[config.mk]
export PLATFORM = sky130hd
export DESIGN_NAME = wbm_mtest
export DESIGN_NICKNAME = d
export VERILOG_FILES = /design/src/rtl/wbm_mtest.sv
export SDC_FILE = /design/constraint.sdc
export NUM_CORES = 1
export LEC_CHECK = 0
export ABC_AREA = 0
export BUFFER_PORTS_ARGS = -buffer_cell sky130_fd_sc_hd__buf_2
export CAP_MARGIN = 20
export CORE_ASPECT_RATIO = 1.2
export CORE_MARGIN = 2
export CORE_UTILIZATION = 45
export CTS_CLUSTER_DIAMETER = 50
export DETAILED_ROUTE_END_ITERATION = 16
export PLACE_DENSITY = 0.81
export SLEW_MARGIN = 20
export SYNTH_ARGS = -nofsm -noshare
export SYNTH_HDL_FRONTEND = slang
export SYNTH_SLANG_ARGS = --single-unit
[constraint.sdc]
create_clock -name wb_clk_i -period 2.3 [get_ports wb_clk_i]
set_input_delay 0.23 -clock wb_clk_i [delete_from_list [all_inputs] [get_ports wb_clk_i]]
set_output_delay 0.23 -clock wb_clk_i [all_outputs]
set_load 0.02 [all_outputs]
[src/rtl/wbm_mtest.sv]
// wbm_mtest: Wishbone classic memory tester (pattern write pass, read/compare pass).
// Define WBM_MTEST_CONT_EN to keep re-running with seed+1 while start stays high.
module wbm_mtest #(
  parameter logic [15:0] ADDR_START = 16'h0000,
  parameter logic [15:0] ADDR_END   = 16'h3FFE,
  parameter int          TIMEOUT    = 64
) (
  input  logic        wb_clk_i,
  input  logic        wb_rst_n,
  input  logic        start,
  input  logic [15:0] seed,
  output logic        busy,
  output logic        done,
  output logic        pass,
  output logic        tmo,
  output logic [7:0]  err_cnt,
  output logic [15:0] err_adr,
  output logic [15:0] err_dat,
  output logic [15:0] wb_adr_o,
  output logic [15:0] wb_dat_o,
  input  logic [15:0] wb_dat_i,
  output logic        wb_cyc_o,
  output logic        wb_stb_o,
  output logic        wb_we_o,
  output logic [1:0]  wb_sel_o,
  input  logic        wb_ack_i
);

  localparam int TW = $clog2(TIMEOUT + 1);

  typedef enum logic [2:0] {
    S_IDLE, S_WR, S_WGAP, S_RD, S_RGAP, S_FIN
  } state_t;

  state_t        r_state;
  state_t        w_state_nx;
  logic [15:0]   r_seed;
  logic [15:0]   r_adr;
  logic [15:0]   r_err_adr;
  logic [15:0]   r_err_dat;
  logic [7:0]    r_err_cnt;
  logic [TW-1:0] r_wait;
  logic          r_tmo;
  logic          r_pass;
  logic          w_cyc;
  logic          w_we;
  logic          w_tmo_hit;
  logic          w_at_end;
  logic          w_wait_max;
  logic          w_miss;
  logic [15:0]   w_pat;

  assign w_pat      = r_adr ^ r_seed;
  assign w_at_end   = (r_adr == ADDR_END);
  assign w_wait_max = (r_wait == TW'(TIMEOUT - 1));
  assign w_miss     = (wb_dat_i != w_pat);

  assign busy     = (r_state != S_IDLE);
  assign done     = (r_state == S_FIN);
  assign pass     = r_pass;
  assign tmo      = r_tmo;
  assign err_cnt  = r_err_cnt;
  assign err_adr  = r_err_adr;
  assign err_dat  = r_err_dat;
  assign wb_cyc_o = w_cyc;
  assign wb_stb_o = w_cyc;
  assign wb_we_o  = w_we;
  assign wb_sel_o = {2{w_cyc}};
  assign wb_adr_o = w_cyc ? r_adr : 16'h0000;
  assign wb_dat_o = w_we ? w_pat : 16'h0000;

  always_ff @(posedge wb_clk_i or negedge wb_rst_n) begin
    if (!wb_rst_n) r_state <= S_IDLE;
    else           r_state <= w_state_nx;
  end

  always_comb begin
    w_state_nx = r_state;
    w_cyc      = 1'b0;
    w_we       = 1'b0;
    w_tmo_hit  = 1'b0;
    unique case (r_state)
      S_IDLE: if (start) w_state_nx = S_WR;
      S_WR, S_RD: begin
        w_cyc = 1'b1;
        w_we  = (r_state == S_WR);
        if (wb_ack_i) begin
          w_state_nx = (r_state == S_WR) ? S_WGAP : S_RGAP;
        end else if (w_wait_max) begin
          w_tmo_hit  = 1'b1;
          w_state_nx = S_FIN;
        end
      end
      S_WGAP: w_state_nx = w_at_end ? S_RD : S_WR;
      S_RGAP: w_state_nx = w_at_end ? S_FIN : S_RD;
      S_FIN: begin
`ifdef WBM_MTEST_CONT_EN
        w_state_nx = (start && !r_tmo) ? S_WR : S_IDLE;
`else
        w_state_nx = S_IDLE;
`endif
      end
      default: w_state_nx = S_IDLE;
    endcase
  end

  always_ff @(posedge wb_clk_i or negedge wb_rst_n) begin
    if (!wb_rst_n) begin
      r_seed    <= '0;
      r_adr     <= '0;
      r_err_adr <= '0;
      r_err_dat <= '0;
      r_err_cnt <= '0;
      r_wait    <= '0;
      r_tmo     <= 1'b0;
      r_pass    <= 1'b0;
    end else begin
      r_wait <= (w_cyc && !wb_ack_i) ? r_wait + 1'b1 : '0;
      if (w_tmo_hit) r_tmo <= 1'b1;
      // pass is frozen on entry to FIN so it is valid with done
      if (w_state_nx == S_FIN && r_state != S_FIN)
        r_pass <= (r_err_cnt == 8'd0) && !r_tmo && !w_tmo_hit;
      unique case (r_state)
        S_IDLE: if (start) begin
          r_seed    <= seed;
          r_adr     <= ADDR_START;
          r_err_cnt <= '0;
          r_err_adr <= '0;
          r_err_dat <= '0;
          r_tmo     <= 1'b0;
          r_pass    <= 1'b0;
        end
        S_RD: if (wb_ack_i && w_miss) begin
          if (r_err_cnt == 8'd0) begin
            r_err_adr <= r_adr;
            r_err_dat <= wb_dat_i;
          end
          if (r_err_cnt != 8'hFF) r_err_cnt <= r_err_cnt + 8'd1;
        end
        S_WGAP: r_adr <= w_at_end ? ADDR_START : r_adr + 16'd2;
        S_RGAP: if (!w_at_end) r_adr <= r_adr + 16'd2;
`ifdef WBM_MTEST_CONT_EN
        S_FIN: if (w_state_nx == S_WR) begin
          r_seed <= r_seed + 16'd1;
          r_adr  <= ADDR_START;
        end
`endif
        default: ;
      endcase
    end
  end

endmodule

Word-level counts from Yosys, hierarchy flattened
Index checks and enable logic that the tools add are counted.
{ "word_totals": {"input_bits": 36, "out_inout_bits": 81, "reg_bits": 84, "elab_cells": 82} }
{ "op_classes": {"muxes": 35, "bitwise": 1, "add_sub_neg": 3, "n_reduce_logical": 18, "eq_ne": 16} }
{ "ops": {"columns": ["operator", "n"], "rows": [
  ["two-way mux 16 bit", 9],
  ["case mux 16 bit (2 select lines)", 2],
  ["case mux 16 bit (3 select lines)", 1],
  ["two-way mux 8 bit", 3],
  ["adder 16 x 2 -> 16 bit (second input constant)", 1],
  ["== test 16 x 14 -> 1 bit (second input constant)", 1],
  ["!= test 16 bit", 1],
  ["case mux 8 bit (2 select lines)", 1],
  ["bitwise XOR 16 bit", 1],
  ["two-way mux 3 bit", 5],
  ["case mux 3 bit (4 select lines)", 1],
  ["two-way mux 1 bit", 11],
  ["!= test 2 bit (second input constant)", 5],
  ["== test 3 bit (second input constant)", 3],
  ["adder 8 x 1 -> 8 bit (second input constant)", 1],
  ["zero test 8 bit", 1],
  ["!= test 8 bit (second input constant)", 1],
  ["AND reduction 4 bit", 2],
  ["adder 7 x 1 -> 7 bit (second input constant)", 1],
  ["== test 7 x 6 -> 1 bit (second input constant)", 1],
  ["two-way mux 7 bit", 1],
  ["== test 3 x 2 -> 1 bit (second input constant)", 2],
  ["nonzero test 3 bit", 2],
  ["logical AND 1 bit", 5],
  ["9 further kinds", 11]
]} }

Logic depth before layout (Yosys ltp)
Gate-level depths: netlist of run 1.
{ "logic_depth": {"word_depth": 9, "ltp_mapped": 7, "depth_no_buf": 6} }

Worst setup path before layout of run 1
OpenSTA, ideal clock, no wires.
{ "synth_path": {"path_type": "register -> register", "startpoint": "reg r_state[0]", "endpoint": "reg r_err_cnt[7] (netlist: err_cnt[7])", "stages_incl_launch_ff": 7, "slack_ns": 0.303, "path_buffers": 1, "setup_ns": 0.078, "arrival_ns": 1.919, "t_required_ns": 2.222, "synth_period_minus_slack_ns": 1.997, "cell_sequence": "dfrtp_1 clkbuf_1 or3_1 nor2_4 nor2_1 or4_1 a21oi_1"} }
{ "synth_via": {"elab_chain_cells": 3, "word_cells_on_any_way": 8, "cone_classes": "eq/ne: 4; mux: 1; reduce/logical: 3"} }
{ "synth_rtl": {"columns": ["item", "line_no", "text"], "rows": [
  ["start: declaration", "35", "state_t r_state;"],
  ["start signal: assignment", "74", "else r_state <= w_state_nx;"],
  ["== test 3 x 2 -> 1 bit or zero test 3 bit (tied branches)", "123", "unique case (r_state)"],
  ["!= test 2 bit (no source line) or nonzero test 2 bit (tied branches)", null, null],
  ["AND reduction 4 bit (no source line)", null, null],
  ["end signal: assignment", "138", "if (r_err_cnt != 8'hFF) r_err_cnt <= r_err_cnt + 8'd1;"],
  ["end: declaration", "41", "logic [7:0] r_err_cnt;"]
]} }
Parallel ways exist; a longest one is shown, timed or not.
A chain may end at the register's enable or synchronous reset.

Final worst setup path of run 1
{ "layout_path": {"startpoint": "reg r_state[0]", "endpoint": "out wb_dat_o[7]"} }
{ "layout_via": {"elab_chain_cells": 4, "word_cells_on_any_way": 5, "cone_classes": "eq/ne: 2; mux: 2; reduce/logical: 1"} }
{ "layout_rtl": {"columns": ["item", "line_no", "text"], "rows": [
  ["== test 3 x 1 -> 1 bit or == test 3 x 2 -> 1 bit (tied branches)", "82, 86", null],
  ["OR reduction 2 bit", "82", "unique case (r_state)"],
  ["two-way mux 1 bit *", "82", null],
  ["two-way mux 16 bit *", "70", "assign wb_dat_o = w_we ? w_pat : 16'h0000;"],
  ["end: declaration", "20", "output logic [15:0] wb_dat_o,"]
]} }
Mark *: on every way between the ends. The rest lies on a longest branch, timed or not.

==> impl_metrics.csv, run 1 <==
group,metric,value,unit
power,total_power_consumption_of_the_routed_design,6.490,mW
placement,dp_worst_setup_slack,180.4,ps
power,switching_power,2.662,mW
power,p_leak,2.906,nW
logic_synthesis,synth.avg_cell_area,9.246,µm²
timing,finClkSkew,7.891,ps
power,p_int,3.827,mW
grt,grt_overflow,0,
timing,maxClockFrequency,0.4511,GHz
setup_path,rr_endpoint,"r_adr[13]$_DFFE_PN0P_",
die,die_height,117.6,µm
power,power.density,1096,mW/mm²
logic_synthesis,synth_area_leader_cell,"sky130_fd_sc_hd__dfrtp_1",
min_path,holdPathStages,3,
finish,share_of_cells_above_drive_strength_1,26.77,%
setup_path,r2r-start,"r_state[1]$_DFF_PN0_",
logic_synthesis,synth_edf_count,0,
timing,max_slew_margin,43.79,%
timing,worstMarginPinSlew,841.4,ps
grt,number_of_antenna_violations_at_the_first_check_in_global_routing,0,
detailed_routing,viasPerCell,5.686,
logic_synthesis,seq_area_frac_synth,42.43,%
setup_path,critPathMaxFanout,17,
logic_synthesis,xor_and_xnor_fraction_of_the_mapped_netlist_area,11.18,%
setup_path,crit_type,"register to primary output",
clock_tree,htree_levels,3,
detailed_routing,avgRoutedWirePerCell,17.99,µm
power,ir_worst_vdd,0.5088,mV
setup_path,crit_path_end,"wb_dat_o[7]",
placement,post_dp_cell_area,0.005550,mm²
logic_synthesis,synth.ff_latch_count,82,
timing,rsz0062_at_grt,"no",
timing,timing.final.max_slew_violations,0,
timing,post-route-worst-setup-slack,83.33,ps
die,design.core.area,0.01052,mm²
logic_synthesis,synth.most_common_cell,"sky130_fd_sc_hd__nand2_1",
die,top_level_ports,117,
logic_synthesis,synth_compound_gate_area_share,7.089,%
setup_path,critPathRequiredTime,2070,ps
setup_path,worstSetupStartpointType,"register",
timing,report.final.hold_viol_count,0,
clock_tree,clkSlewWorstSetupHoldPaths,70,ps
placement,dp_cells,747,
finish,nets,670,
logic_synthesis,post_synthesis_cell_type_count,57,
grt,globalRouteTotalUtil,24.15,%
clock_tree,tritoncts,"done",
grt,first_pass_grt_wire_length,22360,µm
detailed_routing,postRouteAntennaNets,0,
logic_synthesis,asyncSetResetFlopFracSynth,100.0,%
grt,grt_start_max_net_pins,53,
finish,antenna-diode-count,0,
power,combinationalPowerShare,41.9,%
logic_synthesis,synthTopCellsByCount,"sky130_fd_sc_hd__nand2_1, sky130_fd_sc_hd__dfrtp_1, sky130_fd_sc_hd__nor2_1",
detailed_routing,via_count,4344,
timing,period_minus_slack,2217,ps
clock_tree,maximum_number_of_buffers_from_clock_root_to_sink,2,
timing,final.setup.tns,0,ps
detailed_routing,number_of_design_rule_violations_left_by_the_first_detailed_router_iteration,400,
timing,final.period_utilization,96.38,%
clock_tree,clkSinkCount,82,
timing,setup_violations,0,
detailed_routing,dr.pass1.iters,8,
logic_synthesis,synth_simple_gate_area_share,24.94,%
logic_synthesis,synth_cells,523,
die,fp.dieArea,0.01159,mm²
setup_path,timing.critical_path.from,"r_state[0]$_DFF_PN0_",
timing,hold_slack,88.81,ps
logic_synthesis,synth.mux.area_fraction,7.658,%
logic_synthesis,synth_top_area_share,42.43,%
power,power.share.clock,26.1,%
finish,design_area,0.005922,mm²
finish,n_fill_cell,901,
finish,layoutNonFillerInstCount,764,
die,num_rows,41,
placement,dp.final_hpwl,9689,µm
clock_tree,ctsRootBufferMaster,"sky130_fd_sc_hd__clkbuf_16",
setup_path,regToRegSetupSlack,110,ps
die,die_w,98.63,µm
status,outcome,"finished clean",
placement,finalWeightedCongestion,0.9271,
setup_path,worst_r2r_path_depth,5,
setup_path,type_of_element_capturing_the_critical_path,"primary output",
finish,layout.core_utilization,56.31,%
detailed_routing,drc_violations_left,0,
logic_synthesis,yosys-top-cells-area,"sky130_fd_sc_hd__dfrtp_1, sky130_fd_sc_hd__nand2_1, sky130_fd_sc_hd__mux2i_1",
detailed_routing,drt_wl_total,13750,µm
logic_synthesis,synth-adder-area-share,1.035,%
logic_synthesis,yosys_warnings,0,
clock_tree,cts-buffers-inserted,9,
power,switching_share,41.02,%
setup_path,wp_data_arrival,1990,ps
logic_synthesis,synthFlopType,"sky130_fd_sc_hd__dfrtp_1",
logic_synthesis,synth_top_family_by_area,"simple AND/OR/NAND/NOR gates",
grt,grt_pass1_vias,4398,
placement,port_buffers,114,
job,max_cap_viol_count,0,
clock_tree,number_of_buffers_inserted_by_post_cts_setup_repair,0,
logic_synthesis,post_synth_instance_area,0.004836,mm²
die,start_util,45.98,%
finish,flow.area_growth_from_synthesis,22.46,%
clock_tree,worstSkewPairLatency,340,ps
power,seqPwrFrac,32.0,%
min_path,hold_path_class,"input port to register",
## power groups by stage
| stage | Combinational [mW] | Clock, mW | Sequential [mW] |
|---|---|---|---|
| floorplan | 1.85 | 0 | 2.06 |
| global placement | 2.61 | 0 | 2.06 |
| detailed placement | 2.66 | 0 | 2.08 |
| finish | 2.72 | 1.69 | 2.07 |
| global route | 2.94 | 1.76 | 2.11 |
| CTS | 2.71 | 1.71 | 2.06 |
## layout make-up
cell class              count  area, µm²  area share (%)
repair buffers            139      788.3           13.31
multi-input cells         389       2532           42.76
well taps                 129      161.4           2.726
clock buffers              10      239.0           4.035
inverters                   9      33.78          0.5705
clock inverters             6      113.9           1.923
flip-flops and latches     82       2053           34.67
## registers in the layout (all words and copies together), names as in the netlist
register	flops
err_dat	16
err_cnt	8
tmo	1
err_adr	15
r_wait	7
pass	1
r_adr	15
r_state	3
r_seed	16
## placed cells by master, fill, tap and decap left out, types with 4 or more instances in the layout
master / synthesis / routed
sky130_fd_sc_hd__or3_1: 8 / 7
sky130_fd_sc_hd__dfrtp_1: 82 / 81
sky130_fd_sc_hd__a21oi_1: 13 / 13
sky130_fd_sc_hd__buf_4: 8 / 23
sky130_fd_sc_hd__nand4_1: 11 / 11
sky130_fd_sc_hd__nor2_1: 43 / 41
sky130_fd_sc_hd__xnor2_1: 20 / 20
sky130_fd_sc_hd__o31ai_1: 8 / 8
sky130_fd_sc_hd__xnor3_1: 14 / 14
sky130_fd_sc_hd__nand2_1: 126 / 126
sky130_fd_sc_hd__clkbuf_16: 0 / 9
sky130_fd_sc_hd__inv_1: 9 / 9
sky130_fd_sc_hd__mux2i_1: 37 / 37
sky130_fd_sc_hd__buf_2: 8 / 113
sky130_fd_sc_hd__o21ai_0: 17 / 17
sky130_fd_sc_hd__and2_1: 14 / 14
sky130_fd_sc_hd__and4_1: 4 / 4
sky130_fd_sc_hd__ha_1: 4 / 4
sky130_fd_sc_hd__nand3_1: 14 / 14
sky130_fd_sc_hd__or4_1: 7 / 7
## how the worst min path moves through the flow
stage                     startpoint                      end  slack (ps)
after floorplan             wb_rst_n  err_adr[10]$_DFFE_PN0P_         -70
after global placement      wb_rst_n  err_dat[10]$_DFFE_PN0P_         270
after detailed placement    wb_rst_n  err_dat[11]$_DFFE_PN0P_         290
after CTS                   seed[12]   r_seed[12]$_DFFE_PN0P_          80
after global routing         seed[6]    r_seed[6]$_DFFE_PN0P_         100
final                        seed[7]    r_seed[7]$_DFFE_PN0P_          90
## per-layer routing
layer / routed length [µm] / GRT usage [%] / vias up
li1: - / - / 1974
met5: 0 / 0 / -
met3: 973 / 3.266 / 38
met4: 495 / 10.36 / 0
met1: 5288 / 29.94 / 2096
met2: 6989 / 41.88 / 236
## worst max-delay path, cell delays in order (launching register included)
cell and delay [ps]:
sky130_fd_sc_hd__dfrtp_1 500, sky130_fd_sc_hd__inv_1 200, sky130_fd_sc_hd__or3_4 550, sky130_fd_sc_hd__nor2_1 210
sky130_fd_sc_hd__buf_2 190
## logic make-up after synthesis
| kind of cell | count (synthesis) |
|---|---|
| other cells | 1 |
| fa+ha+maj | 4 |
| mux | 37 |
| compound gates | 54 |
| buf+inv | 53 |
| flops | 82 |
| xor+xnor | 38 |
| simple gates | 254 |
## what timing repair did
action	CTS	global route
hold endpoints to repair	44	0
gates resized for setup	1	2
endpoints found under the setup margin	16	3
cloned	0	0
hold buffers	1	0
Power figures use the tool's default switching activity.
==> inputs of run 2 (changes only) <==
--- a/config.mk
+++ b/config.mk
@@ -13,7 +13,7 @@
 export CORE_UTILIZATION = 45
 export CTS_CLUSTER_DIAMETER = 50
 export DETAILED_ROUTE_END_ITERATION = 16
-export PLACE_DENSITY = 0.81
+export PLACE_DENSITY = 0.69
 export SLEW_MARGIN = 20
 export SYNTH_ARGS = -nofsm -noshare
 export SYNTH_HDL_FRONTEND = slang
==> constraint.sdc (replaced) <==
create_clock -name wb_clk_i -period 2.05 [get_ports wb_clk_i]
set_input_delay 0.205 -clock wb_clk_i [delete_from_list [all_inputs] [get_ports wb_clk_i]]
set_output_delay 0.205 -clock wb_clk_i [all_outputs]
set_load 0.02 [all_outputs]
==> impl_metrics.csv, run 2 (synthesis gave the netlist of run 1 again) <==
group,metric,value,unit
setup_path,worst_r2r_path_depth,6,
power,ir_worst_vdd,0.4855,mV
setup_path,crit_slowest_cell,"sky130_fd_sc_hd__or4_1",
placement,finalWeightedCongestion,0.8818,
detailed_routing,postRouteAntennaNets,0,
timing,post-route-worst-setup-slack,49.26,ps
setup_path,critPathRequiredTime,2320,ps
timing,maxClockFrequency,0.4998,GHz
setup_path,crit_type,"register to register",
grt,globalRouteTotalUtil,24.78,%
clock_tree,ctsRootBufferMaster,"sky130_fd_sc_hd__clkbuf_16",
finish,antenna-diode-count,0,
finish,mostFrequentLayoutCell,"sky130_fd_sc_hd__nand2_1",
timing,final.setup.tns,0,ps
clock_tree,clkSinkCount,82,
setup_path,critPathMaxFanout,11,
die,start_util,45.98,%
placement,dp_cells,771,
timing,worstMarginPinSlew,525.8,ps
finish,layout.cells.most_common_list,"sky130_fd_sc_hd__nand2_1, sky130_fd_sc_hd__buf_2, sky130_fd_sc_hd__dfrtp_1",
finish,share_of_cells_above_drive_strength_1,32.43,%
setup_path,type_of_element_capturing_the_critical_path,"register",
setup_path,critical_path.top_delay_family,"simple AND/OR/NAND/NOR gates",
finish,nets,698,
clock_tree,htree_levels,3,
die,die_w,98.63,µm
setup_path,cp_cell_sequence,"xnor3_1, nand4_1, o41ai_2, buf_4, or4_1, a21oi_1",
timing,rsz0062_at_grt,"yes",
clock_tree,worstSkewPairLatency,340,ps
job,max_cap_viol_count,0,
setup_path,worst-path-stages,6,
placement,dp_worst_setup_slack,-107.2,ps
detailed_routing,number_of_design_rule_violations_left_by_the_first_detailed_router_iteration,239,
timing,finClkSkew,11.36,ps
detailed_routing,drc_violations_left,0,
setup_path,rr_endpoint,"err_cnt[3]$_DFFE_PN0P_",
placement,port_buffers,114,
status,outcome,"finished clean",
setup_path,r2r-start,"r_seed[12]$_DFFE_PN0P_",
detailed_routing,viasPerCell,5.497,
timing,max_slew_margin,64.95,%
clock_tree,clkSlewWorstSetupHoldPaths,70,ps
timing,setup_violations,0,
detailed_routing,dr.pass1.iters,5,
finish,design_area,0.006217,mm²
timing,timing.final.max_slew_violations,0,
detailed_routing,drt_wl_total,14190,µm
setup_path,wp_data_arrival,2270,ps
clock_tree,tritoncts,"done",
setup_path,cp.buffers_inverters,1,
setup_path,timing.critical_path.slowest_cell_delay,500,ps
placement,post_dp_cell_area,0.005756,mm²
timing,final.period_utilization,97.60,%
power,p_leak,3.061,nW
setup_path,timing.critical_path.from,"r_seed[12]$_DFFE_PN0P_",
setup_path,crit_path_end,"err_cnt[3]$_DFFE_PN0P_",
grt,grt_pass1_vias,4395,
detailed_routing,via_count,4354,
min_path,hold_path_class,"input port to register",
timing,hold_slack,48.24,ps
clock_tree,cts-buffers-inserted,9,
timing,period_minus_slack,2001,ps
finish,layoutNonFillerInstCount,792,
power,power.density,1211,mW/mm²
grt,first_pass_grt_wire_length,22710,µm
placement,dp.final_hpwl,10580,µm
setup_path,regToRegSetupSlack,50,ps
detailed_routing,avgRoutedWirePerCell,17.91,µm
die,die_height,117.6,µm
grt,grt_overflow,0,
setup_path,worstSetupStartpointType,"register",
grt,number_of_antenna_violations_at_the_first_check_in_global_routing,0,
die,fp.dieArea,0.01159,mm²
min_path,holdPathStages,3,
finish,flow.area_growth_from_synthesis,28.56,%
timing,report.final.hold_viol_count,0,
die,top_level_ports,117,
clock_tree,maximum_number_of_buffers_from_clock_root_to_sink,2,
die,num_rows,41,
die,design.core.area,0.01052,mm²
grt,grt_start_max_net_pins,38,
## run 2: cell type report
type / instances / area, µm²
Clock buffer: 10 / 239.0
Clock inverter: 6 / 90.09
Fill cell: 908 / 4299
Inverter: 9 / 33.78
Multi-Input combinational cell: 389 / 2604
Sequential cell: 82 / 2058
Tap cell: 129 / 161.4
Timing Repair Buffer: 167 / 1031
## run 2: power by group
group	switching, mW	internal (mW)	leakage, nW
registers	0.307	1.94	1.10
logic	2.07	1.42	1.80
clock network	0.686	1.10	0.159
## run 2: worst min path at each step
| stage | start | end |
|---|---|---|
| 2_1_floorplan | wb_rst_n | err_adr[10]$_DFFE_PN0P_ |
| 3_3_place_gp | wb_rst_n | r_wait[3]$_DFF_PN0_ |
| 3_5_place_dp | wb_rst_n | r_wait[3]$_DFF_PN0_ |
| 4_1_cts | seed[2] | r_seed[2]$_DFFE_PN0P_ |
| 5_1_grt | seed[2] | r_seed[2]$_DFFE_PN0P_ |
| 6_report | seed[2] | r_seed[2]$_DFFE_PN0P_ |
## run 2: metrics by stage
| stage | power [mW] | utilization (%) |
|---|---|---|
| 2_1_floorplan | 4.393 | - |
| 3_3_place_gp | 5.537 | 54.73 |
| 3_5_place_dp | 5.590 | 54.73 |
| 4_1_cts | 7.464 | 58.35 |
| 5_1_grt | 7.942 | 59.12 |
| 6_report | 7.527 | 59.12 |
## run 2: worst min-delay path: stages
cell and delay [ps]:
sky130_fd_sc_hd__buf_2 70, sky130_fd_sc_hd__nand2_1 40, sky130_fd_sc_hd__nand2_1 50
## run 2: per-layer routing
metal  vias to the layer above  GRT usage [%]  wire [µm]
li1                       2040              -          -
met1                      2135          32.49       5922
met2                       156          40.94       7117
met3                        23          4.454        828
met4                         0          9.161        318
met5                         -              0          0
## run 2: repair_timing
action,in CTS,in global routing
endpoints found under the hold margin,35,0
hold buffers,1,0
pin swaps,0,8
endpoints found under the setup margin,32,68
gates resized for setup,9,16
buffers inserted,2,3
==> inputs of run 3 (changes only) <==
--- a/config.mk
+++ b/config.mk
@@ -13,7 +13,7 @@
 export CORE_UTILIZATION = 45
 export CTS_CLUSTER_DIAMETER = 50
 export DETAILED_ROUTE_END_ITERATION = 16
-export PLACE_DENSITY = 0.69
+export PLACE_DENSITY = 0.79
 export SLEW_MARGIN = 20
 export SYNTH_ARGS = -nofsm -noshare
 export SYNTH_HDL_FRONTEND = slang
==> impl_metrics.csv, run 3 (synthesis gave the netlist of run 1 again) <==
group,metric,value,unit
die,top_level_ports,117,
setup_path,rr_endpoint,"err_cnt[7]$_DFFE_PN0P_",
timing,setup_violations,2,
timing,report.final.hold_viol_count,0,
grt,grt_pass1_vias,4402,
placement,post_dp_cell_area,0.005753,mm²
setup_path,critPathRequiredTime,2320,ps
finish,mostFrequentLayoutCell,"sky130_fd_sc_hd__nand2_1",
timing,final.period_utilization,101.0,%
finish,antenna-diode-count,0,
detailed_routing,viasPerCell,5.506,
timing,maxClockFrequency,0.4831,GHz
min_path,holdPathStages,3,
power,ir_worst_vdd,0.5455,mV
detailed_routing,via_count,4350,
status,failed_checks,"negative setup slack",
finish,layout.cells.most_common_list,"sky130_fd_sc_hd__nand2_1, sky130_fd_sc_hd__buf_2, sky130_fd_sc_hd__dfrtp_1",
power,total_power_consumption_of_the_routed_design,7.378,mW
status,outcome,"finished with violations",
die,design.core.area,0.01052,mm²
detailed_routing,avgRoutedWirePerCell,17.84,µm
grt,grt_overflow,0,
finish,design_area,0.006183,mm²
placement,dp.final_hpwl,10110,µm
timing,period_minus_slack,2070,ps
grt,number_of_antenna_violations_at_the_first_check_in_global_routing,0,
setup_path,wp_data_arrival,2340,ps
grt,grt_start_max_net_pins,44,
detailed_routing,detailroute.wirelength.met2,7149,µm
finish,flow.area_growth_from_synthesis,27.87,%
clock_tree,tritoncts,"done",
placement,finalWeightedCongestion,0.9186,
finish,layout.core_utilization,58.80,%
die,fp.dieArea,0.01159,mm²
detailed_routing,dr.pass1.iters,5,
placement,port_buffers,114,
setup_path,worst_r2r_path_depth,6,
finish,nets,696,
setup_path,r2r-start,"r_adr[9]$_DFFE_PN0P_",
die,num_rows,41,
min_path,hold_path_class,"input port to register",
min_path,min_delay_worst_endpoint,"r_seed[11]$_DFFE_PN0P_",
timing,max_slew_margin,61.47,%
placement,dp_cells,769,
setup_path,crit_type,"register to register",
finish,n_fill_cell,878,
die,start_util,45.98,%
timing,worstMarginPinSlew,577.9,ps
placement,dp_worst_setup_slack,-160.3,ps
clock_tree,maximum_number_of_buffers_from_clock_root_to_sink,2,
finish,layoutNonFillerInstCount,790,
detailed_routing,drt_wl_total,14090,µm
setup_path,type_of_element_capturing_the_critical_path,"register",
die,die_w,98.63,µm
clock_tree,cts-buffers-inserted,9,
detailed_routing,wl_met3,683,µm
timing,hold_slack,51.00,ps
power,p_leak,3.042,nW
detailed_routing,postRouteAntennaNets,0,
detailed_routing,drc_violations_left,0,
detailed_routing,max_layer_used,"met4",
setup_path,worstSetupStartpointType,"register",
die,die_height,117.6,µm
grt,globalRouteTotalUtil,24.20,%
detailed_routing,number_of_design_rule_violations_left_by_the_first_detailed_router_iteration,260,
finish,share_of_cells_above_drive_strength_1,32.38,%
clock_tree,clkSinkCount,82,
detailed_routing,drt-met1-wl,5977,µm
min_path,worstHoldStart,"seed[11]",
power,power.density,1193,mW/mm²
timing,post-route-worst-setup-slack,-20.10,ps
clock_tree,htree_levels,3,
setup_path,critPathMaxFanout,6,
grt,first_pass_grt_wire_length,22400,µm
timing,timing.final.max_slew_violations,0,
timing,rsz0062_at_grt,"yes",
job,max_cap_viol_count,0,
timing,final.setup.tns,-29.21,ps
setup_path,regToRegSetupSlack,-20,ps
timing,finClkSkew,7.557,ps
clock_tree,ctsRootBufferMaster,"sky130_fd_sc_hd__clkbuf_16",
clock_tree,clkSlewWorstSetupHoldPaths,60,ps
clock_tree,worstSkewPairLatency,340,ps
## run 3: cell types whose count changed in the layout (fill, tap and decap cells not counted), sizes merged
cell / before / now
clkbuf: 10 / 11
bufinv: 2 / 1
clkinv: 3 / 1
buf: 166 / 164
inv: 9 / 10
clkinvlp: 1 / 2
## run 3: how the worst max path moves through the flow
stage | start | to
2_1_floorplan | r_state[0]$_DFF_PN0_ | err_cnt[7]$_DFFE_PN0P_
3_3_place_gp | r_adr[9]$_DFFE_PN0P_ | r_adr[10]$_DFFE_PN0P_
3_5_place_dp | r_adr[9]$_DFFE_PN0P_ | r_adr[10]$_DFFE_PN0P_
4_1_cts | r_adr[15]$_DFFE_PN0P_ | err_cnt[4]$_DFFE_PN0P_
5_1_grt | r_adr[9]$_DFFE_PN0P_ | err_cnt[3]$_DFFE_PN0P_
6_report | r_adr[9]$_DFFE_PN0P_ | err_cnt[7]$_DFFE_PN0P_
## run 3: power by group
part | total (mW) | switching (mW) | internal (mW)
Combinational | 3.43 | 2.06 | 1.37
Clock | 1.67 | 0.689 | 0.984
Sequential | 2.27 | 0.332 | 1.94
## run 3: layout make-up
type | count | area [µm²] | share of cell area, %
Clock buffer | 11 | 242.7 | 3.926
Clock inverter | 5 | 62.56 | 1.012
Inverter | 9 | 33.78 | 0.5463
Multi-Input combinational cell | 389 | 2603 | 42.09
Sequential cell | 82 | 2057 | 33.27
Tap cell | 129 | 161.4 | 2.610
Timing Repair Buffer | 165 | 1023 | 16.55
## run 3: worst max-delay path: stages (launching register included)
cell and delay (ps):
sky130_fd_sc_hd__dfrtp_1 420, sky130_fd_sc_hd__xnor3_1 430, sky130_fd_sc_hd__nand4_1 190, sky130_fd_sc_hd__o41ai_2 130, sky130_fd_sc_hd__buf_4 170, sky130_fd_sc_hd__or4_1 510
sky130_fd_sc_hd__a21oi_1 130
## run 3: routing by layer
layer  track usage (%)  vias up
met2             41.03      173
met4             8.733        0
met1             31.56     2113
li1                  -     2039
met3             3.385       25
met5                 0        -
## run 3: timing repair
item,4_1_cts,5_1_grt
gates resized for setup,6,21
setup buffers,1,3
hold buffers,1,0
endpoints found under the setup margin,21,55
gates cloned,0,1
hold endpoints to repair,42,0
pin swaps,0,7
